File: src/rtl/cpu_pkg.sv
// Shared types and constants for the CPU write-back path.
//   REG_IDX_W / NREGS / DATA_W : register-file geometry
//   wb_entry                   : one buffered load return {idx, data, live}
//   idx_onehot()               : register index -> one-hot register mask
package cpu_pkg;
  localparam int REG_IDX_W = 4;
  localparam int NREGS     = 16;
  localparam int DATA_W    = 32;

  typedef struct packed {
    logic [REG_IDX_W-1:0] idx;
    logic [DATA_W-1:0]    data;
    logic                 live;
  } wb_entry;

  function automatic logic [NREGS-1:0] idx_onehot(input logic [REG_IDX_W-1:0] idx);
    return NREGS'(1) << idx;
  endfunction
endpackage

File: src/rtl/cpu_wb_arbiter_if.sv
// Write-back bus bundle: execute result, load-return handshake,
// register-file write port and the per-register pending mask.
//   slave  : the arbiter side (consumes ex/ld, drives rf/pending/ready)
//   master : the pipeline / bench side
interface cpu_wb_arbiter_if;
  import cpu_pkg::*;
  logic                 ex_we_i;
  logic [REG_IDX_W-1:0] ex_idx_i;
  logic [DATA_W-1:0]    ex_data_i;
  logic                 ld_valid_i;
  logic [REG_IDX_W-1:0] ld_idx_i;
  logic [DATA_W-1:0]    ld_data_i;
  logic                 ld_ready_o;
  logic                 rf_we_o;
  logic [REG_IDX_W-1:0] rf_idx_o;
  logic [DATA_W-1:0]    rf_data_o;
  logic [NREGS-1:0]     pending_o;

  modport slave (
    input  ex_we_i, ex_idx_i, ex_data_i, ld_valid_i, ld_idx_i, ld_data_i,
    output ld_ready_o, rf_we_o, rf_idx_o, rf_data_o, pending_o
  );
  modport master (
    output ex_we_i, ex_idx_i, ex_data_i, ld_valid_i, ld_idx_i, ld_data_i,
    input  ld_ready_o, rf_we_o, rf_idx_o, rf_data_o, pending_o
  );
endinterface

File: src/rtl/cpu_wb_fifo.sv
// In-order circular buffer for load returns that lost write-back arbitration.
// Ports:
//   clk_i, rst_i          clock, async active-low reset
//   push_i, push_ent_i    append entry at tail (entry may arrive already dead)
//   pop_i                 drop head entry
//   kill_en_i, kill_idx_i mark every occupied entry targeting kill_idx_i dead
//   head_o, empty_o, full_o
//   nxt_live_o, nxt_idx_o per-slot next-state liveness/index (for pending mask)
//   kill_hits_o           live entries killed this cycle (CPU_WB_ARBITER_STATS_EN only)
module cpu_wb_fifo
  import cpu_pkg::*;
#(
  parameter int LD_DEPTH = 2
) (
  input  logic                                clk_i,
  input  logic                                rst_i,
  input  logic                                push_i,
  input  wb_entry                             push_ent_i,
  input  logic                                pop_i,
  input  logic                                kill_en_i,
  input  logic [REG_IDX_W-1:0]                kill_idx_i,
  output wb_entry                             head_o,
  output logic                                empty_o,
  output logic                                full_o,
  output logic [LD_DEPTH-1:0]                 nxt_live_o,
  output logic [LD_DEPTH-1:0][REG_IDX_W-1:0]  nxt_idx_o
`ifdef CPU_WB_ARBITER_STATS_EN
  ,
  output logic [$clog2(LD_DEPTH):0]           kill_hits_o
`endif
);
  localparam int PW = $clog2(LD_DEPTH);
  localparam int CW = PW + 1;

  logic [PW-1:0]                     rd_q, wr_q;
  logic [CW-1:0]                     cnt_q;
  logic [LD_DEPTH-1:0]               occ_q, occ_d, live_q, live_d;
  logic [LD_DEPTH-1:0]               sel_wr, sel_rd, kill_hit;
  logic [LD_DEPTH-1:0][REG_IDX_W-1:0] idx_q;
  logic [LD_DEPTH-1:0][DATA_W-1:0]    data_q;

  for (genvar g = 0; g < LD_DEPTH; g++) begin : g_slot
    assign sel_wr[g]   = push_i && (wr_q == PW'(g));
    assign sel_rd[g]   = pop_i  && (rd_q == PW'(g));
    // Only live entries count as hits so a re-kill of a dead slot is a no-op.
    assign kill_hit[g] = kill_en_i && occ_q[g] && live_q[g] && (idx_q[g] == kill_idx_i);
    // Push never lands on the popped slot: that would need count==LD_DEPTH,
    // where the arbiter refuses loads.
    assign occ_d[g]     = sel_wr[g] | (occ_q[g] & ~sel_rd[g]);
    assign live_d[g]    = sel_wr[g] ? push_ent_i.live : (live_q[g] & ~kill_hit[g]);
    assign nxt_idx_o[g] = sel_wr[g] ? push_ent_i.idx : idx_q[g];
  end

  assign nxt_live_o = occ_d & live_d;
  assign head_o     = '{idx: idx_q[rd_q], data: data_q[rd_q], live: live_q[rd_q]};
  assign empty_o    = (cnt_q == '0);
  assign full_o     = (cnt_q == CW'(LD_DEPTH));
`ifdef CPU_WB_ARBITER_STATS_EN
  assign kill_hits_o = CW'($countones(kill_hit));
`endif

  always_ff @(posedge clk_i or negedge rst_i) begin
    if (!rst_i) begin
      rd_q   <= '0;
      wr_q   <= '0;
      cnt_q  <= '0;
      occ_q  <= '0;
      live_q <= '0;
      idx_q  <= '0;
      data_q <= '0;
    end else begin
      rd_q   <= rd_q + PW'(pop_i);
      wr_q   <= wr_q + PW'(push_i);
      cnt_q  <= cnt_q + CW'(push_i) - CW'(pop_i);
      occ_q  <= occ_d;
      live_q <= live_d;
      for (int i = 0; i < LD_DEPTH; i++) begin
        if (sel_wr[i]) begin
          idx_q[i]  <= push_ent_i.idx;
          data_q[i] <= push_ent_i.data;
        end
      end
    end
  end
endmodule

File: src/rtl/cpu_wb_arbiter.sv
// Register-file write-port arbiter.
// Execute results always win; load returns that lose wait in cpu_wb_fifo.
// An execute write kills older buffered loads to the same register (WAW),
// and pending_o flags registers still owed a live buffered load.
// Ports:
//   clk_i, rst_i  clock, async active-low reset
//   bus           cpu_wb_arbiter_if.slave (ex/ld inputs, ld_ready, rf write, pending)
//   conflict_cnt_o, kill_cnt_o  saturating stats (only with CPU_WB_ARBITER_STATS_EN)
module cpu_wb_arbiter
  import cpu_pkg::*;
#(
  parameter int LD_DEPTH = 2
) (
  input  logic                  clk_i,
  input  logic                  rst_i,
  cpu_wb_arbiter_if.slave       bus
`ifdef CPU_WB_ARBITER_STATS_EN
  ,
  output logic [31:0]           conflict_cnt_o,
  output logic [31:0]           kill_cnt_o
`endif
);
  wb_entry                            head, push_ent;
  logic                               empty, full;
  logic                               ld_acc, bypass, pop, push;
  logic                               wr_en;
  logic [REG_IDX_W-1:0]               wr_idx;
  logic [DATA_W-1:0]                  wr_data;
  logic [LD_DEPTH-1:0]                nxt_live;
  logic [LD_DEPTH-1:0][REG_IDX_W-1:0] nxt_idx;
  logic [NREGS-1:0]                   pending_d;
`ifdef CPU_WB_ARBITER_STATS_EN
  logic [$clog2(LD_DEPTH):0]          kill_hits;
`endif

  // Ready depends on registered occupancy only.
  assign bus.ld_ready_o = !full;
  assign ld_acc         = bus.ld_valid_i && bus.ld_ready_o;
  assign push           = ld_acc && !bypass;
  // The execute instruction is younger than a same-cycle load to the same
  // register, so that load enters the buffer already dead.
  assign push_ent = '{idx:  bus.ld_idx_i,
                      data: bus.ld_data_i,
                      live: !(bus.ex_we_i && bus.ld_idx_i == bus.ex_idx_i)};

  always_comb begin
    wr_en   = 1'b0;
    wr_idx  = bus.ex_idx_i;
    wr_data = bus.ex_data_i;
    pop     = 1'b0;
    bypass  = 1'b0;
    if (bus.ex_we_i) begin
      wr_en = 1'b1;
    end else if (!empty) begin
      pop = 1'b1;            // dead head is popped without a write
      if (head.live) begin
        wr_en   = 1'b1;
        wr_idx  = head.idx;
        wr_data = head.data;
      end
    end else if (ld_acc) begin
      bypass  = 1'b1;
      wr_en   = 1'b1;
      wr_idx  = bus.ld_idx_i;
      wr_data = bus.ld_data_i;
    end
  end

  cpu_wb_fifo #(.LD_DEPTH(LD_DEPTH)) u_fifo (
    .clk_i      (clk_i),
    .rst_i      (rst_i),
    .push_i     (push),
    .push_ent_i (push_ent),
    .pop_i      (pop),
    .kill_en_i  (bus.ex_we_i),
    .kill_idx_i (bus.ex_idx_i),
    .head_o     (head),
    .empty_o    (empty),
    .full_o     (full),
    .nxt_live_o (nxt_live),
    .nxt_idx_o  (nxt_idx)
`ifdef CPU_WB_ARBITER_STATS_EN
    ,
    .kill_hits_o(kill_hits)
`endif
  );

  always_comb begin
    pending_d = '0;
    for (int i = 0; i < LD_DEPTH; i++)
      if (nxt_live[i]) pending_d |= idx_onehot(nxt_idx[i]);
  end

  always_ff @(posedge clk_i or negedge rst_i) begin
    if (!rst_i) begin
      bus.rf_we_o   <= 1'b0;
      bus.rf_idx_o  <= '0;
      bus.rf_data_o <= '0;
      bus.pending_o <= '0;
    end else begin
      bus.rf_we_o   <= wr_en;
      bus.pending_o <= pending_d;
      if (wr_en) begin
        bus.rf_idx_o  <= wr_idx;
        bus.rf_data_o <= wr_data;
      end
    end
  end

`ifdef CPU_WB_ARBITER_STATS_EN
  logic        conflict;
  logic [32:0] kill_sum;
  // A load is held back by execute whenever execute writes while a load is
  // either waiting in the buffer or being offered.
  assign conflict = bus.ex_we_i && (!empty || bus.ld_valid_i);
  assign kill_sum = {1'b0, kill_cnt_o} + 33'(kill_hits) + 33'(push && !push_ent.live);

  always_ff @(posedge clk_i or negedge rst_i) begin
    if (!rst_i) begin
      conflict_cnt_o <= '0;
      kill_cnt_o     <= '0;
    end else begin
      if (conflict && conflict_cnt_o != '1) conflict_cnt_o <= conflict_cnt_o + 32'd1;
      kill_cnt_o <= kill_sum[32] ? '1 : kill_sum[31:0];
    end
  end
`endif
endmodule

File: src/flat_wrapper.sv
// flat-port wrapper written by rule: the top's interface ports become plain ports
module cpu_wb_arbiter_flat import cpu_pkg::*;
#(
  parameter int LD_DEPTH = 2
)
  (clk_i, rst_i, bus_ex_we_i, bus_ex_idx_i, bus_ex_data_i, bus_ld_valid_i, bus_ld_idx_i, bus_ld_data_i, bus_ld_ready_o, bus_rf_we_o, bus_rf_idx_o, bus_rf_data_o, bus_pending_o);
  cpu_wb_arbiter_if bus_i ();
  input  logic clk_i;
  input  logic rst_i;
  input wire logic [$bits(bus_i.ex_we_i)-1:0] bus_ex_we_i;
  input wire logic [$bits(bus_i.ex_idx_i)-1:0] bus_ex_idx_i;
  input wire logic [$bits(bus_i.ex_data_i)-1:0] bus_ex_data_i;
  input wire logic [$bits(bus_i.ld_valid_i)-1:0] bus_ld_valid_i;
  input wire logic [$bits(bus_i.ld_idx_i)-1:0] bus_ld_idx_i;
  input wire logic [$bits(bus_i.ld_data_i)-1:0] bus_ld_data_i;
  output wire logic [$bits(bus_i.ld_ready_o)-1:0] bus_ld_ready_o;
  output wire logic [$bits(bus_i.rf_we_o)-1:0] bus_rf_we_o;
  output wire logic [$bits(bus_i.rf_idx_o)-1:0] bus_rf_idx_o;
  output wire logic [$bits(bus_i.rf_data_o)-1:0] bus_rf_data_o;
  output wire logic [$bits(bus_i.pending_o)-1:0] bus_pending_o;
  assign bus_i.ex_we_i = bus_ex_we_i;
  assign bus_i.ex_idx_i = bus_ex_idx_i;
  assign bus_i.ex_data_i = bus_ex_data_i;
  assign bus_i.ld_valid_i = bus_ld_valid_i;
  assign bus_i.ld_idx_i = bus_ld_idx_i;
  assign bus_i.ld_data_i = bus_ld_data_i;
  assign bus_ld_ready_o = bus_i.ld_ready_o;
  assign bus_rf_we_o = bus_i.rf_we_o;
  assign bus_rf_idx_o = bus_i.rf_idx_o;
  assign bus_rf_data_o = bus_i.rf_data_o;
  assign bus_pending_o = bus_i.pending_o;
  cpu_wb_arbiter #(.LD_DEPTH(LD_DEPTH)) u_core (.clk_i(clk_i), .rst_i(rst_i), .bus(bus_i));
endmodule
File: config.mk
export PLATFORM = sky130hd
export DESIGN_NAME = cpu_wb_arbiter_flat
export DESIGN_NICKNAME = d
export VERILOG_FILES = /design/src/rtl/cpu_pkg.sv /design/src/rtl/cpu_wb_arbiter_if.sv /design/src/rtl/cpu_wb_fifo.sv /design/src/rtl/cpu_wb_arbiter.sv /design/src/flat_wrapper.sv
export SDC_FILE = /design/constraint.sdc
export NUM_CORES = 1
export LEC_CHECK = 0
export CORE_UTILIZATION = 48
export DETAILED_ROUTE_END_ITERATION = 7
export PLACE_DENSITY = 0.75
export RECOVER_POWER = 25
export SYNTH_ARGS = -nofsm -noshare
export SYNTH_HDL_FRONTEND = slang
export SYNTH_SLANG_ARGS = --single-unit
File: constraint.sdc
create_clock -name clk_i -period 5.6 [get_ports clk_i]
set_input_delay 0.56 -clock clk_i [delete_from_list [all_inputs] [get_ports clk_i]]
set_output_delay 0.56 -clock clk_i [all_outputs]
set_load 0.02 [all_outputs]
==> reports/summary.log, run 1 <==
[sta] actual transition at the worst max-transition pin 2.19 ns
[sta] post-route minimum period 3.77 ns
[routing] Antenna Violating Nets Remaining 0
[run_status] result of the run finished with violations
[cells_and_area] count of filler cells inserted in the layout 1056
[critical_path] endpoint class of the critical path flip-flop
[clock_tree] post_cts resized 0
[job] maximum capacitance violations 1
[synth] count of flip-flops with a built-in enable after synthesis 0
[critical_path] critical path buffer and inverter count 1
[routing] detailed router's first-iteration violation count 414
[synth] number of synthesized register bits 133
[die] Die Span Y 120 µm
[die] number of primary I/O pins 130
[sta] RSZ-0062 raised after global routing false
[clock_tree] Worst-path clk slew 0.05 ns
[critical_path] maximum fanout along the worst path 39
[sta] max-slew violation total from the final report 88
[clock_tree] CTS sink cnt 133
[critical_path] arrival time of the worst setup path 4.07 ns
[grt] Total Routing Usage GR 25.7%
[synth] Unique masters post-synth 41
[sta] final number of setup-violating endpoints 0
[synth] most used flip-flop cell after synthesis sky130_fd_sc_hd__dfrtp_1
[critical_path] standard cell with the maximum stage delay on the critical path sky130_fd_sc_hd__clkdlybuf4s50_1
[critical_path] Setup crit start bus_ex_we_i
[synth] async set-reset flop share out of synthesis 100%
[worst_hold_path] worst min-delay path category flip-flop to flip-flop
[synth] mean instance size in the synthesized netlist 11.5 µm²
[critical_path] CP Cell Sequence clkdlybuf4s50_1 -> or3_1 -> and3_1 -> ha_2 -> o21ai_1 -> and2_1 -> o32ai_1
[pwr] Lkg Pwr 3.60 nW
[placed_design] pre-CTS setup slack 1.47 ns
[pwr] overall power 5.34 mW
[clock_tree] TritonCTS Buffers 17
[synth] largest cells by area after synthesis sky130_fd_sc_hd__dfrtp_1 50%, sky130_fd_sc_hd__mux2_2 15%, sky130_fd_sc_hd__o22ai_1 4.9%, sky130_fd_sc_hd__mux2i_1 3.4%, sky130_fd_sc_hd__nand2_1 2.7%
[cells_and_area] share of final-layout standard cells stronger than drive strength 1 20.9%
[sta] final hold violations 0
[critical_path] crit start category input pin
[cells_and_area] Final Net Count 773
[clock_tree] insertion delay of the later-clocked pin in the worst-skew pair 0.42 ns
[placed_design] Cell Area, Placed 0.00804 mm²
[sta] sum of negative setup slack 0 ns
[clock_tree] Max Buffers Root-to-Sink 2
[sta] final worst slack 1.83 ns
[clock_tree] count of hold buffers inserted by post-cts repair 0
[synth] count of mapped cells out of synthesis 582
[routing] DRC violations left 0
[die] Die W 120 µm
[routing] number of vias per cell after detailed routing 5.99
[synth] post-synth design cell area 0.00671 mm²
[synth] post-synth net total 664
[critical_path] source of the worst register-to-register timing path u_core.u_fifo.rd_q
[synth] fraction of the yosys area taken by sequential cells 49.6%
[pwr] areal power density over the cells 617 mW/mm²
[routing] DR WL/cell 19.7 µm
[critical_path] cell family with the largest share of critical-path delay buffers and inverters
[synth] library cell occupying the most area in the post-synthesis netlist sky130_fd_sc_hd__dfrtp_1
[placed_design] final weighted congestion in routability-driven placement 0.885
[routing] via count 5264
[sta] Relative slew margins -45.7%
[sta] Fin Clk Skew 0.00755 ns
[placed_design] number of buffers inserted by port buffering 129
[cells_and_area] Layout Utilization 64.3%
[die] std cell rows 42
[pwr] worst vdd rail ir drop 0.000346 V
[clock_tree] Max H-tree Level 4
[grt] pin count of the biggest net entering global routing 88
[clock_tree] CTS tree built
[synth] area share of the largest cell type after synthesis 49.6%
[sta] final clock period utilization by the worst path 67.3%
[critical_path] classification of the worst setup path input pin to flip-flop
[critical_path] delay contributed by the slowest stage of the critical path 1.16 ns
[sta] achievable clock frequency 0.265 GHz
[die] standard cell core area 0.0135 mm²
[worst_hold_path] launch point of the worst hold path u_core.bus.rf_data_o[31]
[routing] DRT Pass-1 Iters 8
[routing] final routed wirelength across all metal layers 17300 µm
[grt] number of antenna violations at the first check in global routing 0
[grt] global-route wire length before repair 28700 µm
[grt] overall overflow remaining after global route 0
[clock_tree] CTS root buffer sky130_fd_sc_hd__clkbuf_16
[die] effective utilization at floorplan 49.8%
[cells_and_area] count of antenna diodes in the layout 0
[grt] number of global-route vias before repair 5588
[critical_path] critical path required time 5.90 ns
[die] overall die area 0.0144 mm²
[synth] warnings from Yosys 0
[placed_design] placed wire-length estimate after detailed placement 11100 µm
[run_status] violations in the final reports capacitance limit, slew limit
[clock_tree] number of post-CTS setup repair buffers 0
[cells_and_area] Area growth, synth to finish 29.0%
[cells_and_area] final cell area excluding filler cells 0.00865 mm²
==> final timing paths <==
kind	end	slack, ns	cells past startpoint
setup reg to reg	u_core.bus.rf_idx_o[1]	2.31	4
min in group asynchronous	u_core.bus.pending_o[9]	0.79	1
max in group asynchronous	u_core.u_fifo.rd_q	3.17	2
hold / removal	u_core.bus.rf_data_o[31]	0.47	2
hold reg to reg	u_core.bus.rf_data_o[31]	0.47	2
setup / recovery	u_core.bus.pending_o[9]	1.83	7
==> layout make-up <==
cell class	count	area (µm²)	share of cell area, %
flip-flops and latches	133	3330	38.5
multi-input cells	374	3050	35.2
repair buffers	135	1330	15.4
clock buffers	22	484	5.60
well taps	176	220	2.55
clock inverters	9	125	1.45
inverters	30	115	1.33
==> report_power, final <==
part | switching (mW) | internal, mW
clock network | 0.404 | 0.741
logic | 1.22 | 1.20
registers | 0.333 | 1.44
==> cell families after synthesis <==
family,after synthesis,share of synthesized area [%]
muxes,123,20.7
adders and majority gates,6,1.12
xor gates and xnor gates,14,1.83
buffers and inverters,75,5.08
AOI/OAI and AO/OA,139,14.9
and+or+nand+nor,92,6.72
DFF,133,49.6
==> worst min-delay path, stage by stage, from the launching register on <==
cell	delay, ns
sky130_fd_sc_hd__dfrtp_1	0.34
sky130_fd_sc_hd__nand2_1	0.05
sky130_fd_sc_hd__o31ai_1	0.05
==> cells in the final DEF (no fill, tap or decap), types with 3 or more instances in the layout <==
cell	count
sky130_fd_sc_hd__nand2b_1	6
sky130_fd_sc_hd__o22ai_1	53
sky130_fd_sc_hd__clkbuf_8	4
sky130_fd_sc_hd__nand3_1	3
sky130_fd_sc_hd__dfrtp_1	132
sky130_fd_sc_hd__bufinv_16	3
sky130_fd_sc_hd__clkdlybuf4s50_1	128
sky130_fd_sc_hd__o211ai_1	4
sky130_fd_sc_hd__xnor2_1	11
sky130_fd_sc_hd__nand2_1	49
sky130_fd_sc_hd__clkinv_2	4
sky130_fd_sc_hd__inv_1	28
sky130_fd_sc_hd__mux2i_1	23
sky130_fd_sc_hd__o2bb2ai_1	3
sky130_fd_sc_hd__buf_4	6
sky130_fd_sc_hd__xor2_1	3
sky130_fd_sc_hd__mux2_2	91
sky130_fd_sc_hd__and2_1	19
sky130_fd_sc_hd__nor2b_1	5
sky130_fd_sc_hd__clkbuf_16	17
sky130_fd_sc_hd__a222oi_1	16
sky130_fd_sc_hd__ha_1	4
sky130_fd_sc_hd__o31ai_1	20
sky130_fd_sc_hd__mux2_4	9
sky130_fd_sc_hd__nor2_1	3
sky130_fd_sc_hd__o32ai_1	16
sky130_fd_sc_hd__o21ai_0	17
sky130_fd_sc_hd__a211oi_1	3
==> through the flow <==
| step | hold WS [ns] | std cells |
|---|---|---|
| 6_report | 0.471 | 879 |
| 4_1_cts | 0.406 | 879 |
| 2_1_floorplan | 0.264 | 582 |
| 3_5_place_dp | 0.465 | 848 |
| 3_3_place_gp | 0.458 | 848 |
| 5_1_grt | 0.498 | 879 |
==> flip-flops by register name, indices dropped and copies added, names as in the netlist <==
register and cells:
u_core.u_fifo.rd_q 1, u_core.u_fifo.idx_q 8, u_core.u_fifo.cnt_q 2, u_core.bus.rf_we_o 1, u_core.bus.pending_o 16, u_core.bus.rf_data_o 32, u_core.u_fifo.data_q 64, u_core.bus.rf_idx_o 4
u_core.u_fifo.wr_q 1, u_core.u_fifo.live_q 2, u_core.u_fifo.occ_q 2
==> cells in the mapped netlist (all sizes together), types with 3 or more instances <==
cell and count:
dfrtp 133, mux2 100, o22ai 53, nand2 49, buf 32, inv 30, mux2i 23, o31ai 20
and2 19, o21ai 18, a222oi 16, o32ai 16, clkbuf 13, xnor2 11, ha 6, nand2b 6
nor2b 5, a211oi 4, o211ai 4, nand3 3, nor2 3, o2bb2ai 3, xor2 3
==> layer usage <==
metal	GRT usage (%)	part of all wire (%)
met5	0	0
met4	10.5	2.1
met2	42.1	49
met3	5.42	5.6
met1	33.0	43
No activity file was read; power rests on OpenSTA's default activity.
==> run 2: changes to the inputs <==
==> constraint.sdc (replaced) <==
create_clock -name clk_i -period 3.6 [get_ports clk_i]
set_input_delay 0.36 -clock clk_i [delete_from_list [all_inputs] [get_ports clk_i]]
set_output_delay 0.36 -clock clk_i [all_outputs]
set_load 0.02 [all_outputs]
==> run 2 against run 1 <==
  * The run still ends with capacitance limit, slew limit left
  * Wire length up 1.6%
  * Sequential share of layout area up 0.095 points
  * Sequential power increased by 50%
  * Critical path depth stayed put
  * Clock skew shrank 0.00071 ns
  * Combinational power rose by 61%
==> reports/summary.log, run 2 (synthesis results as in run 1) <==
[critical_path] worst reg2reg endpoint u_core.bus.pending_o[14]
[critical_path] arrival time of the worst setup path 3.01 ns [-1.06 ns]
[pwr] Reg power frac 32.3% [-0.9 points]
[placed_design] number of buffers inserted by port buffering 129 [unchanged]
[clock_tree] Worst-path clk slew 0.06 ns [about the same]
[clock_tree] Max Buffers Root-to-Sink 2 [unchanged]
[cells_and_area] combined flip-flop and latch cell area 0.00333 mm² [unchanged]
[placed_design] final weighted congestion in routability-driven placement 0.907 [+2.5%]
[cells_and_area] Layout Utilization 64.1% [-0.16 points]
[pwr] overall power 8.21 mW [+54%]
[grt] number of global-route vias before repair 5625 [+0.66%]
[critical_path] critical path required time 3.88 ns [-2.02 ns]
[worst_hold_path] worst min-delay path category input pin to async pin
[critical_path] capturing element of the worst setup path u_core.bus.pending_o[14]
[sta] final hold violations 0 [unchanged]
[clock_tree] CTS tree built
[critical_path] delay contributed by the slowest stage of the critical path 0.46 ns [-0.70 ns]
[cells_and_area] area used by multi-input combinational logic 0.00305 mm² [unchanged]
[clock_tree] Max H-tree Level 4 [unchanged]
[run_status] violations in the final reports capacitance limit, slew limit
[die] overall die area 0.0144 mm² [unchanged]
[sta] final number of setup-violating endpoints 0 [unchanged]
[cells_and_area] top register by number of flip-flops u_core.u_fifo.data_q
[grt] global-route wire length before repair 28900 µm [+0.80%]
[critical_path] stages on the worst setup path 7 [unchanged]
[critical_path] Setup crit start u_core.u_fifo.cnt_q[1]
[cells_and_area] Final Net Count 778 [+0.65%]
[placed_design] dpl cells 853 [+0.59%]
[pwr] net switching share of the total power 36.7% [+0.16 points]
[routing] number of vias per cell after detailed routing 5.98 [about the same]
[pwr] areal power density over the cells 952 mW/mm² [+54%]
[critical_path] critical path buffer and inverter count 0 [-1]
[critical_path] maximum fanout along the worst path 18 [-54%]
[routing] via count 5278 [+0.27%]
[clock_tree] CTS sink cnt 133 [unchanged]
[cells_and_area] Area growth, synth to finish 28.7%
[sta] actual transition at the worst max-transition pin 1.51 ns [-0.680 ns]
[clock_tree] number of post-CTS setup repair buffers 0 [unchanged]
[die] standard cell core area 0.0135 mm² [unchanged]
[sta] final worst slack 0.876 ns [-0.953 ns]
[cells_and_area] share of final-layout standard cells stronger than drive strength 1 20.5% [-0.37 points]
[grt] pin count of the biggest net entering global routing 61 [-31%]
[pwr] Lkg Pwr 3.60 nW [about the same]
[critical_path] CP Cell Sequence or3_1 -> and3_1 -> ha_2 -> nor2b_1 -> o211ai_1 -> and2_1 -> o32ai_1
[pwr] combinational share of power 47.3% [+1.9 points]
[cells_and_area] leading cell type in the layout, fill and taps excluded sky130_fd_sc_hd__dfrtp_1
[routing] DRC violations left 0 [unchanged]
[run_status] result of the run finished with violations
[cells_and_area] count of filler cells inserted in the layout 1077 [+2.0%]
[job] maximum capacitance violations 1 [unchanged]
[cells_and_area] count of antenna diodes in the layout 0 [unchanged]
[routing] detailed router's first-iteration violation count 548 [+32%]
[routing] Antenna Violating Nets Remaining 0 [unchanged]
[clock_tree] count of hold buffers inserted by post-cts repair 0 [unchanged]
[die] Die W 120 µm [unchanged]
[clock_tree] TritonCTS Buffers 17 [unchanged]
[grt] Total Routing Usage GR 26.0% [+0.30 points]
[critical_path] crit start category flip-flop
[cells_and_area] final non-filler cell total 882 [+0.34%]
[routing] DR WL/cell 20.0 µm [+1.2%]
[critical_path] worst reg-to-reg path cell count 7 [+3]
[sta] final clock period utilization by the worst path 75.7%
[routing] final routed wirelength across all metal layers 17600 µm [+1.6%]
[critical_path] cell family with the largest share of critical-path delay simple AND/OR/NAND/NOR gates
[sta] Relative slew margins -0.404% [+45 points]
[critical_path] source of the worst register-to-register timing path u_core.u_fifo.cnt_q[1]
[cells_and_area] largest registers u_core.u_fifo.data_q (64), u_core.bus.rf_data_o (32), u_core.bus.pending_o (16)
[die] number of primary I/O pins 130 [unchanged]
[placed_design] placed wire-length estimate after detailed placement 11400 µm [+2.6%]
[cells_and_area] number of flip-flops under the largest register name 64 [unchanged]
[placed_design] Cell Area, Placed 0.00809 mm² [+0.62%]
[cells_and_area] commonest cells after routing, fill and taps aside 132 x sky130_fd_sc_hd__dfrtp_1, 128 x sky130_fd_sc_hd__clkdlybuf4s50_1, 91 x sky130_fd_sc_hd__mux2_2, 53 x sky130_fd_sc_hd__o22ai_1, 49 x sky130_fd_sc_hd__nand2_1
[sta] achievable clock frequency 0.367 GHz
[placed_design] pre-CTS setup slack 0.668 ns [-0.797 ns]
[grt] number of antenna violations at the first check in global routing 0 [unchanged]
[sta] worst hold slack 0.317 ns [-0.155 ns]
[die] std cell rows 42 [unchanged]
[die] Die Span Y 120 µm [unchanged]
[critical_path] classification of the worst setup path flip-flop to flip-flop
[grt] overall overflow remaining after global route 0 [unchanged]
[sta] max-slew violation total from the final report 60 [-32%]
[clock_tree] insertion delay of the later-clocked pin in the worst-skew pair 0.42 ns [about the same]
[sta] post-route minimum period 2.72 ns
[sta] sum of negative setup slack 0 ns [unchanged]
[critical_path] endpoint class of the critical path flip-flop
[clock_tree] CTS root buffer sky130_fd_sc_hd__clkbuf_16
[sta] RSZ-0062 raised after global routing false
[pwr] Internal Power 5.19 mW [+54%]
[pwr] worst vdd rail ir drop 0.000469 V [+35%]
[cells_and_area] final cell area excluding filler cells 0.00863 mm² [-0.25%]
[clock_tree] post_cts resized 0 [unchanged]
[pwr] switching power 3.02 mW [+55%]
[critical_path] standard cell with the maximum stage delay on the critical path sky130_fd_sc_hd__dfrtp_1
[routing] DRT Pass-1 Iters 8 [unchanged]
[sta] Fin Clk Skew 0.00684 ns [-0.000710 ns]
[critical_path] R2R setup slack 0.88 ns [-1.43 ns]
[die] effective utilization at floorplan 49.8% [unchanged]
[pwr] Clock Power Share 20.3% [-1.2 points]
## run 2: cell count changes in the layout (fill, tap and decap cells not counted)
cell	change
sky130_fd_sc_hd__clkinv_2	-1
sky130_fd_sc_hd__clkbuf_1	+5
sky130_fd_sc_hd__clkbuf_2	+1
sky130_fd_sc_hd__clkbuf_8	-4
sky130_fd_sc_hd__buf_4	+4
sky130_fd_sc_hd__clkinvlp_4	-2
## run 2: cell type report
class / instances / share of cell area (%)
clock buffer: 23 / 5.19
clock inverter: 6 / 1.22
inverter: 30 / 1.33
multi-input combinational: 374 / 35.3
sequential: 133 / 38.6
tap: 176 / 2.55
timing repair buffer: 140 / 15.8
## run 2: worst min-delay path by stage
stage | to | slack [ns] | depth (start not counted)
after floorplan | u_core.bus.pending_o[0] | 0.06 | 0
after global placement | u_core.bus.rf_data_o[4] | 0.46 | 2
after detailed placement | u_core.bus.rf_data_o[5] | 0.47 | 2
after CTS | u_core.bus.pending_o[8] | 0.04 | 1
after global routing | u_core.bus.pending_o[14] | 0.47 | 1
final | u_core.u_fifo.data_q[29] | 0.32 | 1
## run 2: power groups by stage
stage,sequential (mW),clock (mW),combinational [mW]
after floorplan,2.88,0,2.39
after global placement,2.62,0,3.73
after detailed placement,2.67,0,3.85
after CTS,2.65,1.70,3.88
after global routing,2.74,1.76,4.20
final,2.66,1.67,3.89
## run 2: worst register-to-register path, stage by stage, from the launching register on
cell and delay (ns):
sky130_fd_sc_hd__dfrtp_1 0.46, sky130_fd_sc_hd__or3_1 0.41, sky130_fd_sc_hd__and3_1 0.22, sky130_fd_sc_hd__ha_2 0.35
sky130_fd_sc_hd__nor2b_1 0.23, sky130_fd_sc_hd__o211ai_1 0.17, sky130_fd_sc_hd__and2_1 0.32, sky130_fd_sc_hd__o32ai_1 0.43
## run 2: metal layers
metal  track usage [%]  vias up  routed length (µm)  share of wire (%)
li1                  -     2371                   -                  -
met1              33.5     2657                7530                 43
met2              42.5      225                8710                 49
met3              5.24       25                1080                6.1
met4              11.0        0                 300                1.7
met5                 0        -                   0                  0
==> run 3: changes to the inputs <==
--- a/config.mk
+++ b/config.mk
@@ -5,9 +5,9 @@
 export SDC_FILE = /design/constraint.sdc
 export NUM_CORES = 1
 export LEC_CHECK = 0
-export CORE_UTILIZATION = 48
+export CORE_UTILIZATION = 47
 export DETAILED_ROUTE_END_ITERATION = 7
-export PLACE_DENSITY = 0.75
+export PLACE_DENSITY = 0.76
 export RECOVER_POWER = 25
 export SYNTH_ARGS = -nofsm -noshare
 export SYNTH_HDL_FRONTEND = slang
==> constraint.sdc (replaced) <==
create_clock -name clk_i -period 2.3 [get_ports clk_i]
set_input_delay 0.23 -clock clk_i [delete_from_list [all_inputs] [get_ports clk_i]]
set_output_delay 0.23 -clock clk_i [all_outputs]
set_load 0.02 [all_outputs]
==> run 3 against run 2 <==
  * The run now ends clean
  * Critical path depth grew 1
  * Clock skew shrank 0.00077 ns
  * Clock power grew 75%
  * Largest cell class unchanged
==> reports/summary.log, run 3 (synthesis results as in run 1) <==
[run_status] result of the run completed
[sta] worst hold slack 0.468 ns [+0.151 ns]
[routing] DRC violations left 0 [unchanged]
[die] overall die area 0.0147 mm² [+2.1%]
[grt] number of antenna violations at the first check in global routing 0 [unchanged]
[critical_path] classification of the worst setup path flip-flop to flip-flop
[cells_and_area] largest registers u_core.u_fifo.data_q (64), u_core.bus.rf_data_o (32), u_core.bus.pending_o (16)
[critical_path] source of the worst register-to-register timing path u_core.u_fifo.cnt_q[1]
[routing] final routed wirelength across all metal layers 18400 µm [+4.5%]
[cells_and_area] commonest cells after routing, fill and taps aside 131 x sky130_fd_sc_hd__dfrtp_1, 128 x sky130_fd_sc_hd__clkdlybuf4s50_1, 91 x sky130_fd_sc_hd__mux2_2, 53 x sky130_fd_sc_hd__o22ai_1, 43 x sky130_fd_sc_hd__nand2_1
[sta] Fin Clk Skew 0.00607 ns [-0.000770 ns]
[clock_tree] CTS tree built
[cells_and_area] Final Net Count 797 [+2.4%]
[critical_path] R2R setup slack 0.003 ns [-0.87 ns]
[grt] overall overflow remaining after global route 0 [unchanged]
[routing] DR WL/cell 20.3 µm [+1.5%]
[sta] sum of negative setup slack 0 ns [unchanged]
[sta] Relative slew margins 39.9% [+40 points]
[die] effective utilization at floorplan 48.3% [-1.5 points]
[die] Die Span Y 121 µm [+1.0%]
[cells_and_area] Area growth, synth to finish 34.5%
[critical_path] crit start category flip-flop
[die] Die W 121 µm [+1.0%]
[sta] max-slew violation total from the final report 0 [-100%]
[worst_hold_path] worst min-delay path category input pin to async pin
[sta] post-route minimum period 2.30 ns [-0.427 ns]
[routing] number of vias per cell after detailed routing 5.99 [+0.15%]
[cells_and_area] leading cell type in the layout, fill and taps excluded sky130_fd_sc_hd__dfrtp_1
[cells_and_area] area used by multi-input combinational logic 0.00318 mm² [+4.5%]
[cells_and_area] count of filler cells inserted in the layout 1053 [-2.2%]
[placed_design] placed wire-length estimate after detailed placement 12100 µm [+6.2%]
[sta] final clock period utilization by the worst path 99.9% [+24 points]
[clock_tree] Max Buffers Root-to-Sink 2 [unchanged]
[cells_and_area] number of flip-flops under the largest register name 64 [unchanged]
[critical_path] critical path required time 2.61 ns [-1.27 ns]
[pwr] overall power 13.7 mW [+66%]
[critical_path] Setup crit start u_core.u_fifo.cnt_q[1]
[die] standard cell core area 0.0139 mm² [+3.2%]
[grt] Total Routing Usage GR 25.7% [-0.22 points]
[routing] DRT Pass-1 Iters 8 [unchanged]
[clock_tree] Worst-path clk slew 0.06 ns [about the same]
[cells_and_area] top register by number of flip-flops u_core.u_fifo.data_q
[cells_and_area] share of final-layout standard cells stronger than drive strength 1 26.5% [+6.0 points]
[grt] global-route wire length before repair 29000 µm [+0.45%]
[die] std cell rows 43 [+2.4%]
[cells_and_area] count of antenna diodes in the layout 0 [unchanged]
[clock_tree] Max H-tree Level 4 [unchanged]
[pwr] areal power density over the cells 1510 mW/mm² [+59%]
[placed_design] number of buffers inserted by port buffering 129 [unchanged]
[critical_path] endpoint class of the critical path flip-flop
[clock_tree] TritonCTS Buffers 17 [unchanged]
[sta] actual transition at the worst max-transition pin 0.901 ns [-0.605 ns]
[grt] pin count of the biggest net entering global routing 43 [-30%]
[sta] final number of setup-violating endpoints 0 [unchanged]
[cells_and_area] combined flip-flop and latch cell area 0.00333 mm² [about the same]
[placed_design] final weighted congestion in routability-driven placement 0.946 [+4.3%]
[job] maximum capacitance violations 0 [-1]
[clock_tree] CTS root buffer sky130_fd_sc_hd__clkbuf_16
[sta] final hold violations 0 [unchanged]
[critical_path] arrival time of the worst setup path 2.61 ns [-0.40 ns]
[grt] number of global-route vias before repair 5692 [+1.2%]
[routing] Antenna Violating Nets Remaining 0 [unchanged]
[routing] via count 5442 [+3.1%]
[clock_tree] CTS sink cnt 133 [unchanged]
[critical_path] maximum fanout along the worst path 6 [-12]
[routing] detailed router's first-iteration violation count 495 [-9.7%]
[pwr] worst vdd rail ir drop 0.000764 V [+63%]
[sta] achievable clock frequency 0.435 GHz [+19%]
[die] number of primary I/O pins 130 [unchanged]
[clock_tree] insertion delay of the later-clocked pin in the worst-skew pair 0.42 ns [about the same]
[pwr] Lkg Pwr 3.75 nW [+4.3%]
[run 3: worst paths after layout]
kind	cells after the start	endpoint
max	8	u_core.bus.pending_o[3]
min in group clk_i	2	u_core.bus.rf_idx_o[3]
min reg2reg	2	u_core.bus.rf_idx_o[3]
max reg2reg	8	u_core.bus.pending_o[3]
max in group asynchronous	3	u_core.u_fifo.data_q[60]
min	2	u_core.u_fifo.data_q[13]
[run 3: what timing repair did]
action                                 4_1_cts  5_1_grt
gates resized for setup                      2       28
setup endpoints to repair                    6       16
pin swaps                                    0        5
hold buffers                                 1        0
buffers inserted                             0        4
endpoints found under the hold margin       30        0
[run 3: per-layer routing]
layer	vias to the layer above	wire, µm	track usage, %
met3	50	1070	5.78
li1	2419	-	-
met1	2731	7510	31.4
met5	-	0	0
met2	242	9220	42.4
met4	0	609	13.3
[run 3: area by class of cell]
type	instances	share of cell area [%]
Multi-Input combinational cell	374	35.3
Clock inverter	10	1.97
Sequential cell	133	36.9
Timing Repair Buffer	159	17.0
Inverter	30	1.28
Clock buffer	22	5.03
Tap cell	180	2.50
[run 3: where the power goes]
| part | switching (mW) | internal (mW) |
|---|---|---|
| sequential | 0.702 | 3.51 |
| combinational | 3.32 | 3.20 |
| clock | 0.988 | 1.94 |
[run 3: worst max-delay path: stages (launching register included)]
cell and delay [ns]:
sky130_fd_sc_hd__dfrtp_2 0.44, sky130_fd_sc_hd__or3_1 0.38, sky130_fd_sc_hd__and3_4 0.20, sky130_fd_sc_hd__ha_4 0.18, sky130_fd_sc_hd__nand2b_4 0.15, sky130_fd_sc_hd__a211oi_4 0.34, sky130_fd_sc_hd__o211ai_1 0.16, sky130_fd_sc_hd__buf_4 0.18
sky130_fd_sc_hd__o32ai_2 0.15
[run 3: through the flow]
| step | instances | setup WS [ns] | util, % | area (µm²) |
|---|---|---|---|---|
| after floorplan | 582 | 0.103 | - | 6710 |
| after global placement | 871 | -0.0573 | 59.3 | 8230 |
| after detailed placement | 871 | -0.179 | 59.3 | 8230 |
| after CTS | 904 | 0.0136 | 64.0 | 8880 |
| after global routing | 908 | -0.0310 | 65.0 | 9020 |
| final | 908 | 0.00268 | 65.0 | 9020 |
